<file path="src/rtl/mandelbrot_frame_scheduler.sv">
// Frame sequencer for one mandelbrot pixel engine: shadows the frame config, issues one run per pixel
// and streams the results through a small FWFT FIFO. Define MANDELBROT_PERF_EN to add frame_cycles.

module mandelbrot_frame_scheduler #(
    parameter int BITWIDTH   = 10,
    parameter int CTRWIDTH   = 7,
    parameter int WIDTH      = 320,
    parameter int HEIGHT     = 240,
    parameter int FIFO_DEPTH = 4,
    parameter int PERF_WIDTH = 24
) (
    input  logic                clk,
    input  logic                rst_n,
    input  logic                frame_start,
    input  logic                auto_restart,
    input  logic [BITWIDTH-1:0] cfg_cr_offset,
    input  logic [BITWIDTH-1:0] cfg_ci_offset,
    input  logic [1:0]          cfg_scaling,
    input  logic [CTRWIDTH-1:0] cfg_max_ctr,
    input  logic [1:0]          cfg_ctr_select,
    output logic                eng_reset,
    output logic                eng_run,
    input  logic                eng_running,
    input  logic                eng_finished,
    input  logic [3:0]          eng_ctr,
    output logic [BITWIDTH-1:0] eng_cr_offset,
    output logic [BITWIDTH-1:0] eng_ci_offset,
    output logic [1:0]          eng_scaling,
    output logic [CTRWIDTH-1:0] eng_max_ctr,
    output logic [1:0]          eng_ctr_select,
    output logic                pix_valid,
    input  logic                pix_ready,
    output logic [3:0]          pix_data,
    output logic                pix_first,
    output logic                pix_last,
    output logic                busy,
    output logic [7:0]          frame_count,
    output logic                err
`ifdef MANDELBROT_PERF_EN
    ,
    output logic [PERF_WIDTH-1:0] frame_cycles
`endif
);

    localparam int NPIX = WIDTH * HEIGHT;
    localparam int PW   = (NPIX > 1) ? $clog2(NPIX) : 1;
    localparam int AW   = $clog2(FIFO_DEPTH);
    localparam int CW   = AW + 1;
    localparam logic [PW-1:0] LAST_PIX = PW'(NPIX - 1);

    if (FIFO_DEPTH < 2 || (FIFO_DEPTH & (FIFO_DEPTH - 1)) != 0) begin : g_bad_depth
        $error("FIFO_DEPTH must be a power of two and at least 2");
    end
    if (PERF_WIDTH < 1) begin : g_bad_perf
        $error("PERF_WIDTH must be at least 1");
    end

    typedef enum logic [2:0] {
        S_IDLE,
        S_LOAD,
        S_ISSUE,
        S_WAIT_START,
        S_WAIT_DONE
    } state_e;

    typedef struct packed {
        logic       first;
        logic       last;
        logic [3:0] ctr;
    } pix_t;

    state_e                state_q, state_d;
    logic [BITWIDTH-1:0]   cr_q, ci_q;
    logic [1:0]            scaling_q, ctr_select_q;
    logic [CTRWIDTH-1:0]   max_ctr_q;
    logic [PW-1:0]         pix_cnt_q, pix_cnt_d;
    logic [7:0]            frame_cnt_q;
    logic                  err_q, err_d;
    logic                  eng_reset_q;
    logic [AW-1:0]         wr_ptr_q, rd_ptr_q;
    logic [CW-1:0]         count_q, count_d;
    pix_t                  mem_q [FIFO_DEPTH];
    pix_t                  head;

    logic latch, clr_err, push, pop, frame_end, is_last;

    assign is_last = (pix_cnt_q == LAST_PIX);
    assign pop     = pix_valid & pix_ready;

    always_comb begin
        // NOTE: every signal driven here gets a default first, so no path can infer a latch.
        state_d   = state_q;
        pix_cnt_d = pix_cnt_q;
        latch     = 1'b0;
        clr_err   = 1'b0;
        eng_run   = 1'b0;
        push      = 1'b0;
        frame_end = 1'b0;
        case (state_q)
            S_IDLE: begin
                if (frame_start) begin
                    latch   = 1'b1;
                    clr_err = 1'b1;
                    state_d = S_LOAD;
                end
            end
            S_LOAD: state_d = S_ISSUE;
            S_ISSUE: begin
                // Only one pixel is ever in flight, so a free slot now is still free at its push.
                if (count_q < CW'(FIFO_DEPTH)) begin
                    eng_run = 1'b1;
                    state_d = S_WAIT_START;
                end
            end
            S_WAIT_START: begin
                if (eng_running) state_d = S_WAIT_DONE;
            end
            S_WAIT_DONE: begin
                if (!eng_running) begin
                    push = 1'b1;
                    if (is_last) begin
                        frame_end = 1'b1;
                        if (auto_restart) begin
                            latch   = 1'b1;
                            state_d = S_LOAD;
                        end else begin
                            state_d = S_IDLE;
                        end
                    end else begin
                        pix_cnt_d = pix_cnt_q + PW'(1);
                        state_d   = S_ISSUE;
                    end
                end
            end
            default: state_d = S_IDLE;
        endcase
        if (latch) pix_cnt_d = '0;
    end

    always_comb begin
        err_d = err_q;
        if (clr_err)                               err_d = 1'b0;
        else if (push && (eng_finished != is_last)) err_d = 1'b1;
        count_d = count_q + CW'(push) - CW'(pop);
    end

    // NOTE: sequential state uses non-blocking assignments so every register samples pre-edge values.
    always_ff @(posedge clk or negedge rst_n) begin
        if (!rst_n) begin
            state_q      <= S_IDLE;
            cr_q         <= '0;
            ci_q         <= '0;
            scaling_q    <= '0;
            max_ctr_q    <= '0;
            ctr_select_q <= '0;
            pix_cnt_q    <= '0;
            frame_cnt_q  <= '0;
            err_q        <= 1'b0;
            eng_reset_q  <= 1'b1;
            wr_ptr_q     <= '0;
            rd_ptr_q     <= '0;
            count_q      <= '0;
        end else begin
            state_q     <= state_d;
            pix_cnt_q   <= pix_cnt_d;
            err_q       <= err_d;
            eng_reset_q <= 1'b0;
            count_q     <= count_d;
            if (latch) begin
                cr_q         <= cfg_cr_offset;
                ci_q         <= cfg_ci_offset;
                scaling_q    <= cfg_scaling;
                max_ctr_q    <= cfg_max_ctr;
                ctr_select_q <= cfg_ctr_select;
            end
            if (frame_end) frame_cnt_q <= frame_cnt_q + 8'd1;
            if (push)      wr_ptr_q    <= wr_ptr_q + AW'(1);
            if (pop)       rd_ptr_q    <= rd_ptr_q + AW'(1);
        end
    end

    // NOTE: the pixel array has no reset; count_q alone says which entries are valid.
    always_ff @(posedge clk) begin
        if (push) mem_q[wr_ptr_q] <= '{first: (pix_cnt_q == '0), last: is_last, ctr: eng_ctr};
    end

    assign head           = mem_q[rd_ptr_q];
    assign pix_valid      = (count_q != '0);
    assign pix_data       = head.ctr;
    assign pix_first      = head.first;
    assign pix_last       = head.last;
    assign busy           = (state_q != S_IDLE);
    assign frame_count    = frame_cnt_q;
    assign err            = err_q;
    assign eng_reset      = eng_reset_q;
    assign eng_cr_offset  = cr_q;
    assign eng_ci_offset  = ci_q;
    assign eng_scaling    = scaling_q;
    assign eng_max_ctr    = max_ctr_q;
    assign eng_ctr_select = ctr_select_q;

`ifdef MANDELBROT_PERF_EN
    // frame_cycles reports busy cycles from the LOAD cycle through the frame-end cycle inclusive.
    logic [PERF_WIDTH-1:0] cyc_q, cyc_inc, frame_cycles_q;

    assign cyc_inc = (cyc_q == '1) ? cyc_q : cyc_q + PERF_WIDTH'(1);

    always_ff @(posedge clk or negedge rst_n) begin
        if (!rst_n) begin
            cyc_q          <= '0;
            frame_cycles_q <= '0;
        end else begin
            if (latch)     cyc_q <= '0;
            else if (busy) cyc_q <= cyc_inc;
            if (frame_end) frame_cycles_q <= cyc_inc;
        end
    end

    assign frame_cycles = frame_cycles_q;
`endif

endmodule

</file>
<file path="config.mk">
export PLATFORM = sky130hd
export DESIGN_NAME = mandelbrot_frame_scheduler
export DESIGN_NICKNAME = d
export VERILOG_FILES = /design/src/rtl/mandelbrot_frame_scheduler.sv
export SDC_FILE = /design/constraint.sdc
export NUM_CORES = 1
export LEC_CHECK = 0
export CELL_PAD_IN_SITES_DETAIL_PLACEMENT = 0
export CELL_PAD_IN_SITES_GLOBAL_PLACEMENT = 1
export CORE_MARGIN = 5
export CORE_UTILIZATION = 40
export DETAILED_ROUTE_END_ITERATION = 8
export GPL_TIMING_DRIVEN = 1
export PLACE_DENSITY_LB_ADDON = 0.1
export SYNTH_ARGS = -nofsm -noshare
export SYNTH_HDL_FRONTEND = slang
export SYNTH_SLANG_ARGS = --single-unit
</file>
<file path="constraint.sdc">
create_clock -name clk -period 3 [get_ports clk]
set_clock_uncertainty 0.15 [all_clocks]
set_input_delay 0.9 -clock clk [delete_from_list [all_inputs] [get_ports clk]]
set_output_delay 0.9 -clock clk [all_outputs]
set_load 0.005 [all_outputs]
</file>
# Word-level counts from Yosys, hierarchy flattened
# Memory sizes are Yosys's and may differ from the RTL's.
# Index checks and enable logic that the tools add are counted.
[word_totals]
memories = 1
ramBits = 24
ff_bits = 68
inputBits = 42
wordCells = 71
output_inout_bits = 50
[classes]
add_sub_neg = 6
muxes = 28
n_bitwise = 1
n_lt_le_gt_ge = 1
reduce_logical = 9
n_eq_ne = 12
[mem_list]
columns = ["name", "depth", "word_bits", "read_ports", "rd_clocked_by_memory_dff", "write_ports", "line", "rtl"]
rows = [
  ["mem_q", 4, 6, 1, 0, 1, "82", "pix_t mem_q [FIFO_DEPTH];"],
]
[op_table]
columns = ["cell", "n"]
rows = [
  ["$mux W17", 4],
  ["$add A17 B1 Y17 const B", 1],
  ["$eq A17 B17 Y1 const B", 1],
  ["$logic_not A17 Y1", 1],
  ["$mux W1", 17],
  ["$mux W3", 5],
  ["$pmux W3 S5", 1],
  ["$ne A2 B2 Y1 const B", 5],
  ["$add A8 B1 Y8 const B", 1],
  ["$eq A3 B2 Y1 const B", 2],
  ["$reduce_bool A3 Y1", 2],
  ["$add A2 B1 Y2 const B", 2],
  ["$reduce_and A4 Y1", 1],
  ["$reduce_bool A2 Y1", 2],
  ["$add A3 B1 Y3", 1],
  ["$eq A3 B1 Y1 const B", 1],
  ["$eq A3 B3 Y1 const B", 1],
  ["$logic_not A3 Y1", 1],
  ["$lt A3 B3 Y1 const B", 1],
  ["$reduce_and A3 Y1", 1],
  ["$sub A3 B1 Y3", 1],
  ["$ne A2 B1 Y1 const B", 1],
  ["$pmux W1 S2", 1],
  ["$and A1 B1 Y1", 1],
  ["2 further kinds", 2],
]

# Depth between registers and ports, before layout
# Gate-level depths: netlist (run 1).
[depth]
ltp_word = 6
depth_mapped = 10
depth_no_buf = 9

# Worst setup path after synthesis (run 1)
# OpenSTA, ideal clock, no wires.
[synth_path]
path_kind = "input port to flip-flop"
startpoint = "input eng_running"
endpoint = "register count_q[2]"
stages = 9
setup_time_ns = 0.123
required_time_ns = 2.727
path_buffers = 0
path_slack_ns = 0.071
t_arrival_ns = 2.656
path_cell_list = "nor4b_2 inv_2 ha_1 inv_1 ha_1 inv_1 fa_1 xnor2_1 xnor2_1"
[synth_via]
elab_chain_len = 4
[synth_lines]
columns = ["item", "line", "rtl"]
rows = [
  ["from (decl)", "23", "input logic eng_running,"],
  ["$mux W1", "119", "if (!eng_running) begin"],
  ["$mux W1", "99", "case (state_q)"],
  ["$add A3 B1 Y3", "144", "count_d = count_q + CW'(push) - CW'(pop);"],
  ["$sub A3 B1 Y3", "144", ""],
  ["via count_d[2]", "81", "logic [CW-1:0] count_q, count_d;"],
  ["to (signal assigned)", "168", "count_q <= count_d;"],
  ["to (decl)", "81", ""],
]
# The timed path passes the listed nets, and every way through them passes these cells.
# A chain may end at the register's enable or synchronous reset.

# Worst setup path after layout (run 1)
[layout_path]
startpoint = "register rd_ptr_q[0]"
endpoint = "output pix_data[1]"
[layout_via]
elab_chain_len = 1
[layout_lines]
columns = ["item", "line", "rtl"]
rows = [
  ["from (decl)", "80", "logic [AW-1:0] wr_ptr_q, rd_ptr_q;"],
  ["from (signal assigned)", "178", "if (pop) rd_ptr_q <= rd_ptr_q + AW'(1);"],
  ["$mem_v2 Z4 W6", "n/a", ""],
  ["to (decl)", "33", "output logic [3:0] pix_data,"],
]
# Every way passes these cells.

==> reports/results.tsv, run 1 <==
metric	value	unit
status	completed	
Wirelength per Cell	15.9	µm
switching share of power	0.274	
total gr overflow	0	
Die X	111	µm
Final Setup Violations	0	
vias in the first global route	3068	
Reg2Reg Launch Point	pix_cnt_q[12]	
gpl congestion	0.758	
Achievable Freq	346	MHz
initial antenna violation count	0	
Comb pwr share	0.349	
commonest non-fill, non-tap cells in the layout	clkdlybuf4s50_1, dfrtp_1, mux2_2	
H-tree levels	3	
Unique masters post-synth	46	
CTS tree	yes	
clk_lat worst skew	350	ps
Pint	2.95	mW
Total Power	4.06	mW
Core Area	10100	µm²
cell taking the most area after synthesis	dfrtp_1	
IO Port Bufs	91	
fin nets	463	
dominant cells by area after synthesis	dfrtp_1, edfxtp_1, mux2_2	
crit path DAT	1840	ps
Initial DRC Count	130	
sequential share of the synthesized area	0.592	
Die H	111	µm
DRC	0	
Pwr per Cell Area	748	nW/µm²
LEAKAGE	2.15	nW
asr flop ratio synth	0.739	
max-cap violations	0	
Clock transition at path regs	80	ps
DRT Wirelength	8.75	mm
synth warn	0	
gr usage total	0.151	
worst-case hold slack	317	ps
CP Capture Type	output pin	
EDFF count, synth	24	
Tmin final	2890	ps
fin worst setup slack	110	ps
Tcrit/Tclk final	0.963	
startpoint types	flop	
switching power	1.11	mW
Peak supply drop	0.000427	V
clock group share of total power	0.199	
synthesized cell area	4090	µm²
clock sink total	92	
TritonRoute pass-1 iters	4	
Antenna Cells	0	
Detail Route Antenna Nets	0	
Hold Vio Cnt, Final	0	
DP Wirelength	6.20	mm
post-synth top area share	0.410	
num rows	37	
pre-CTS WS	-151	ps
Num CTS Buffers	9	
worst reg-to-reg path cell count	5	
Mapped Nets	360	
area grow syn2layout	32.7	%
Hold Path Stages	1	
max-slew violation count	0	
worst hold endpoint	frame_count[7]	
CP required	1950	ps
CTS Buffer Depth	2	
R2R setup slack	250	ps
ys flop type	dfrtp_1	
hold crit path type	reg -> reg	
sequential share of power	0.452	
Slew HR	0.427	
# IOs	92	
Die Area	12400	µm²
Tightest Pin Transition	852	ps
CP max FO	7	
largest net degree at the start of global routing	41	
layout cell share with drive strength beyond 1	0.178	
commonest non-fill, non-tap cell in the layout	clkdlybuf4s50_1	
critical path class	reg -> out	
via density per instance	5.14	
Mapped Cells	308	
Hold Buf Count CTS	0	
hold path start	frame_count[7]	
initial core utilization	0.404	
first-pass GRT wire length	15.1	mm
flops & latches, synth	92	
via count	2834	
root buf cell	clkbuf_8	
worst reg2reg endpoint	eng_cr_offset[2]	
RSZ-0062 raised after global routing	false	
Mean Syn Cell Area	13.3	µm²
routing by layer:
layer,global-route usage,wire (µm),vias up,part of all wire
met3,0.0579,578,10,0.066
li1,-,-,1353,-
met4,0.0487,113,0,0.013
met5,0,0,-,0
met1,0.187,3840,1407,0.44
met2,0.243,4220,64,0.48
worst max-delay path by stage:
| stage | startpoint | to | cells after the start |
|---|---|---|---|
| 6_report | rd_ptr_q[0] | pix_data[1] | 2 |
| 3_3_place_gp | eng_running | count_q[2] | 10 |
| 5_1_grt | rd_ptr_q[0] | pix_data[1] | 2 |
| 4_1_cts | rd_ptr_q[0] | pix_data[1] | 2 |
| 3_5_place_dp | eng_running | count_q[2] | 10 |
| 2_1_floorplan | eng_running | count_q[2] | 9 |
Yosys cell counts, drive strengths merged, types with 2 or more instances:
master / n
dfrtp: 67
mux2: 32
edfxtp: 24
nand2: 17
a21oi: 16
or4: 14
o31ai: 13
inv: 12
clkbuf: 11
ha: 9
nand3: 9
nor4: 8
xnor2: 8
and2: 6
buf: 6
mux4: 6
nand4: 6
nor3: 5
o21ai: 5
xor2: 5
and3: 4
and4: 3
or3: 3
nor2: 2
nor4b: 2
o211ai: 2
o31a: 2
critical path: stages (launching register included):
cell             delay (ps)
dfrtp_2                 500
mux4_2                  530
clkdlybuf4s50_1         460
metrics by stage:
step,instances,cell area (µm²),TNS (ps),utilization
6_report,551,5430,0,0.536
5_1_grt,551,5430,0,0.536
3_5_place_dp,535,5240,-2900,0.517
3_3_place_gp,535,5240,-2520,0.517
2_1_floorplan,308,4090,0,-
4_1_cts,550,5420,0,0.535
final cells by class:
cell class	count	area [µm²]
Sequential cell	92	2420
Tap cell	136	170
Timing Repair Buffer	109	1070
Clock buffer	12	145
Fill cell	875	4700
Clock inverter	3	40.0
Inverter	12	45.0
Multi-Input combinational cell	187	1540
power groups by stage:
stage	sequential (mW)	combinational, mW	clock (mW)
finish	1.84	1.42	0.808
global route	1.89	1.57	0.897
CTS	1.85	1.45	0.845
detailed placement	1.88	1.43	0
global placement	1.86	1.42	0
floorplan	1.79	0.720	0
flip-flops by register name, indices dropped and copies added (netlist names):
register	count
mem_q	24
rd_ptr_q	2
state_q	3
eng_ci_offset	10
eng_ctr_select	2
eng_scaling	2
count_q	3
err	1
wr_ptr_q	2
eng_cr_offset	10
eng_max_ctr	7
eng_reset	1
pix_cnt_q	17
frame_count	8
what timing repair did:
item                                    in CTS  in global routing
resized for setup                            1                  1
cloned                                       0                  0
endpoints found under the setup margin       6                  6
buffers inserted                             0                  1
cell families after synthesis:
| group | after synthesis | share of synthesized area |
|---|---|---|
| adder cells (fa/ha/maj) | 10 | 0.0324 |
| AND/OR/NAND/NOR | 80 | 0.117 |
| other | 1 | 0.000916 |
| multiplexers | 38 | 0.121 |
| AO/OA/AOI/OAI | 45 | 0.0755 |
| XOR/XNOR | 13 | 0.0278 |
| buffers and inverters | 29 | 0.0333 |
| flip-flops | 92 | 0.592 |
(Power assumes the default switching activity.)
==> inputs of run 2 (changes only) <==
--- a/config.mk
+++ b/config.mk
@@ -11,6 +11,7 @@
 export CORE_UTILIZATION = 40
 export DETAILED_ROUTE_END_ITERATION = 8
 export GPL_TIMING_DRIVEN = 1
+export MAX_ROUTING_LAYER = met4
 export PLACE_DENSITY_LB_ADDON = 0.1
 export SYNTH_ARGS = -nofsm -noshare
 export SYNTH_HDL_FRONTEND = slang
==> reports/results.tsv, run 2 (synthesized netlist as in run 1, its figures left out) <==
metric	value	unit
status	completed	
Num CTS Buffers	9	
root buf cell	clkbuf_8	
hold path start	frame_count[7]	
via count	2837	
DR top layer	met4	
clk_lat worst skew	350	ps
Die Area	12400	µm²
DP Area	5240	µm²
RSZ-0062 raised after global routing	false	
Final Cell Area	5430	µm²
crit path DAT	1840	ps
num rows	37	
Antenna Cells	0	
Final Setup Violations	0	
critical path's top delay family	multiplexers	
Die X	111	µm
slowest stage delay, CP	530	ps
commonest non-fill, non-tap cell in the layout	clkdlybuf4s50_1	
Detail Route Antenna Nets	0	
Slew HR	0.427	
WP buf/inv	1	
crit-path cells	mux4_2 > clkdlybuf4s50_1	
Hold Buf Count CTS	0	
gr usage total	0.155	
area grow syn2layout	32.7	%
Critical path origin	rd_ptr_q[0]	
first-pass GRT wire length	15.2	mm
metal3 WL	424	µm
fillers	875	
Core Area	10100	µm²
max-cap violations	0	
startpoint types	flop	
met2 wire length	4.21	mm
initial antenna violation count	0	
fin nets	463	
Met1 Routed Length	3.98	mm
Clock transition at path regs	80	ps
largest net degree at the start of global routing	41	
commonest non-fill, non-tap cells in the layout	clkdlybuf4s50_1, dfrtp_1, mux2_2	
CP max FO	7	
Tcrit/Tclk final	0.963	
max-slew violation count	0	
CTS Buffer Depth	2	
via density per instance	5.15	
# IOs	92	
vias in the first global route	3068	
CP Capture Type	output pin	
LEAKAGE	2.15	nW
Hold Vio Cnt, Final	0	
Largest register FFs	24	
CP required	1950	ps
CTS tree	yes	
Pwr per Cell Area	748	nW/µm²
Wirelength per Cell	15.8	µm
Tightest Pin Transition	852	ps
cell at the slowest stage of the critical path	mux4_2	
gpl congestion	0.768	
Fin Setup TNS	0	ps
DP Wirelength	6.20	mm
H-tree levels	3	
Top reg by flops	mem_q	
Initial DRC Count	136	
Tmin final	2890	ps
TritonRoute pass-1 iters	4	
Peak supply drop	0.000427	V
top flop regs	mem_q (24), pix_cnt_q (17)	
layout cell share with drive strength beyond 1	0.178	
IO Port Bufs	91	
Final Util	0.536	
hold crit path type	reg -> reg	
clock sink total	92	
initial core utilization	0.404	
Achievable Freq	346	MHz
worst-case hold slack	317	ps
critical path class	reg -> out	
Reg2Reg Launch Point	pix_cnt_q[12]	
Die H	111	µm
DRC	0	
DRT Wirelength	8.73	mm
total gr overflow	0	
-- run 2: cell counts in the layout (fill, tap and decap cells not counted) --
Identical to the previous run, type by type.
-- run 2: timing repair --
| action | CTS | global route |
|---|---|---|
| gates resized for setup | 1 | 1 |
| setup buffers | 0 | 1 |
| setup endpoints to repair | 6 | 6 |
| gates cloned | 0 | 0 |
-- run 2: worst reg2reg max path: stages (launching register included) --
cell     delay (ps)
dfrtp_1         430
or4_4           560
or4_1           610
o31ai_4         240
buf_12          260
mux2_2          400
-- run 2: worst paths after layout --
path                                          to  slack (ps)  cells past startpoint
worst max-delay path                 pix_data[1]         110                      2
worst min-delay path              frame_count[7]         320                      1
worst max register to register  eng_cr_offset[2]         250                      5
worst min register to register    frame_count[7]         320                      1
max in group asynchronous              eng_reset        1670                      2
min in group asynchronous             count_q[0]         370                      1
-- run 2: area by class of cell --
class / count / area [µm²] / area share
clock buffers: 12 / 145 / 0.0267
clock inverters: 3 / 40.0 / 0.00737
inverters: 12 / 45.0 / 0.00829
multi-input cells: 187 / 1540 / 0.283
flip-flops and latches: 92 / 2420 / 0.446
well taps: 136 / 170 / 0.0313
repair buffers: 109 / 1070 / 0.197
-- run 2: metrics by stage --
step	power, mW	setup WS (ps)	instances
floorplan	2.51	70.9	308
global placement	3.28	-116	535
detailed placement	3.31	-151	535
CTS	4.14	11.9	550
global route	4.36	21.5	551
finish	4.06	110	551
-- run 2: report_power, final --
group          internal [mW]  total (mW)  switching [mW]
Combinational          0.950        1.42           0.468
Sequential              1.60        1.84           0.239
Clock                  0.402       0.807           0.405
-- run 2: metal layers --
layer	up-vias	track usage
li1	1354	-
met5	-	-
met3	10	0.0469
met2	64	0.242
met4	0	0.0487
met1	1409	0.195
==> inputs of run 3 (changes only) <==
--- a/config.mk
+++ b/config.mk
@@ -11,6 +11,7 @@
 export CORE_UTILIZATION = 40
 export DETAILED_ROUTE_END_ITERATION = 8
 export GPL_TIMING_DRIVEN = 1
+export HOLD_SLACK_MARGIN = 0.12
 export MAX_ROUTING_LAYER = met4
 export PLACE_DENSITY_LB_ADDON = 0.1
 export SYNTH_ARGS = -nofsm -noshare
==> results of run 3 <==
Same layout as run 2: the final DEF is identical, and so are final timing and power.
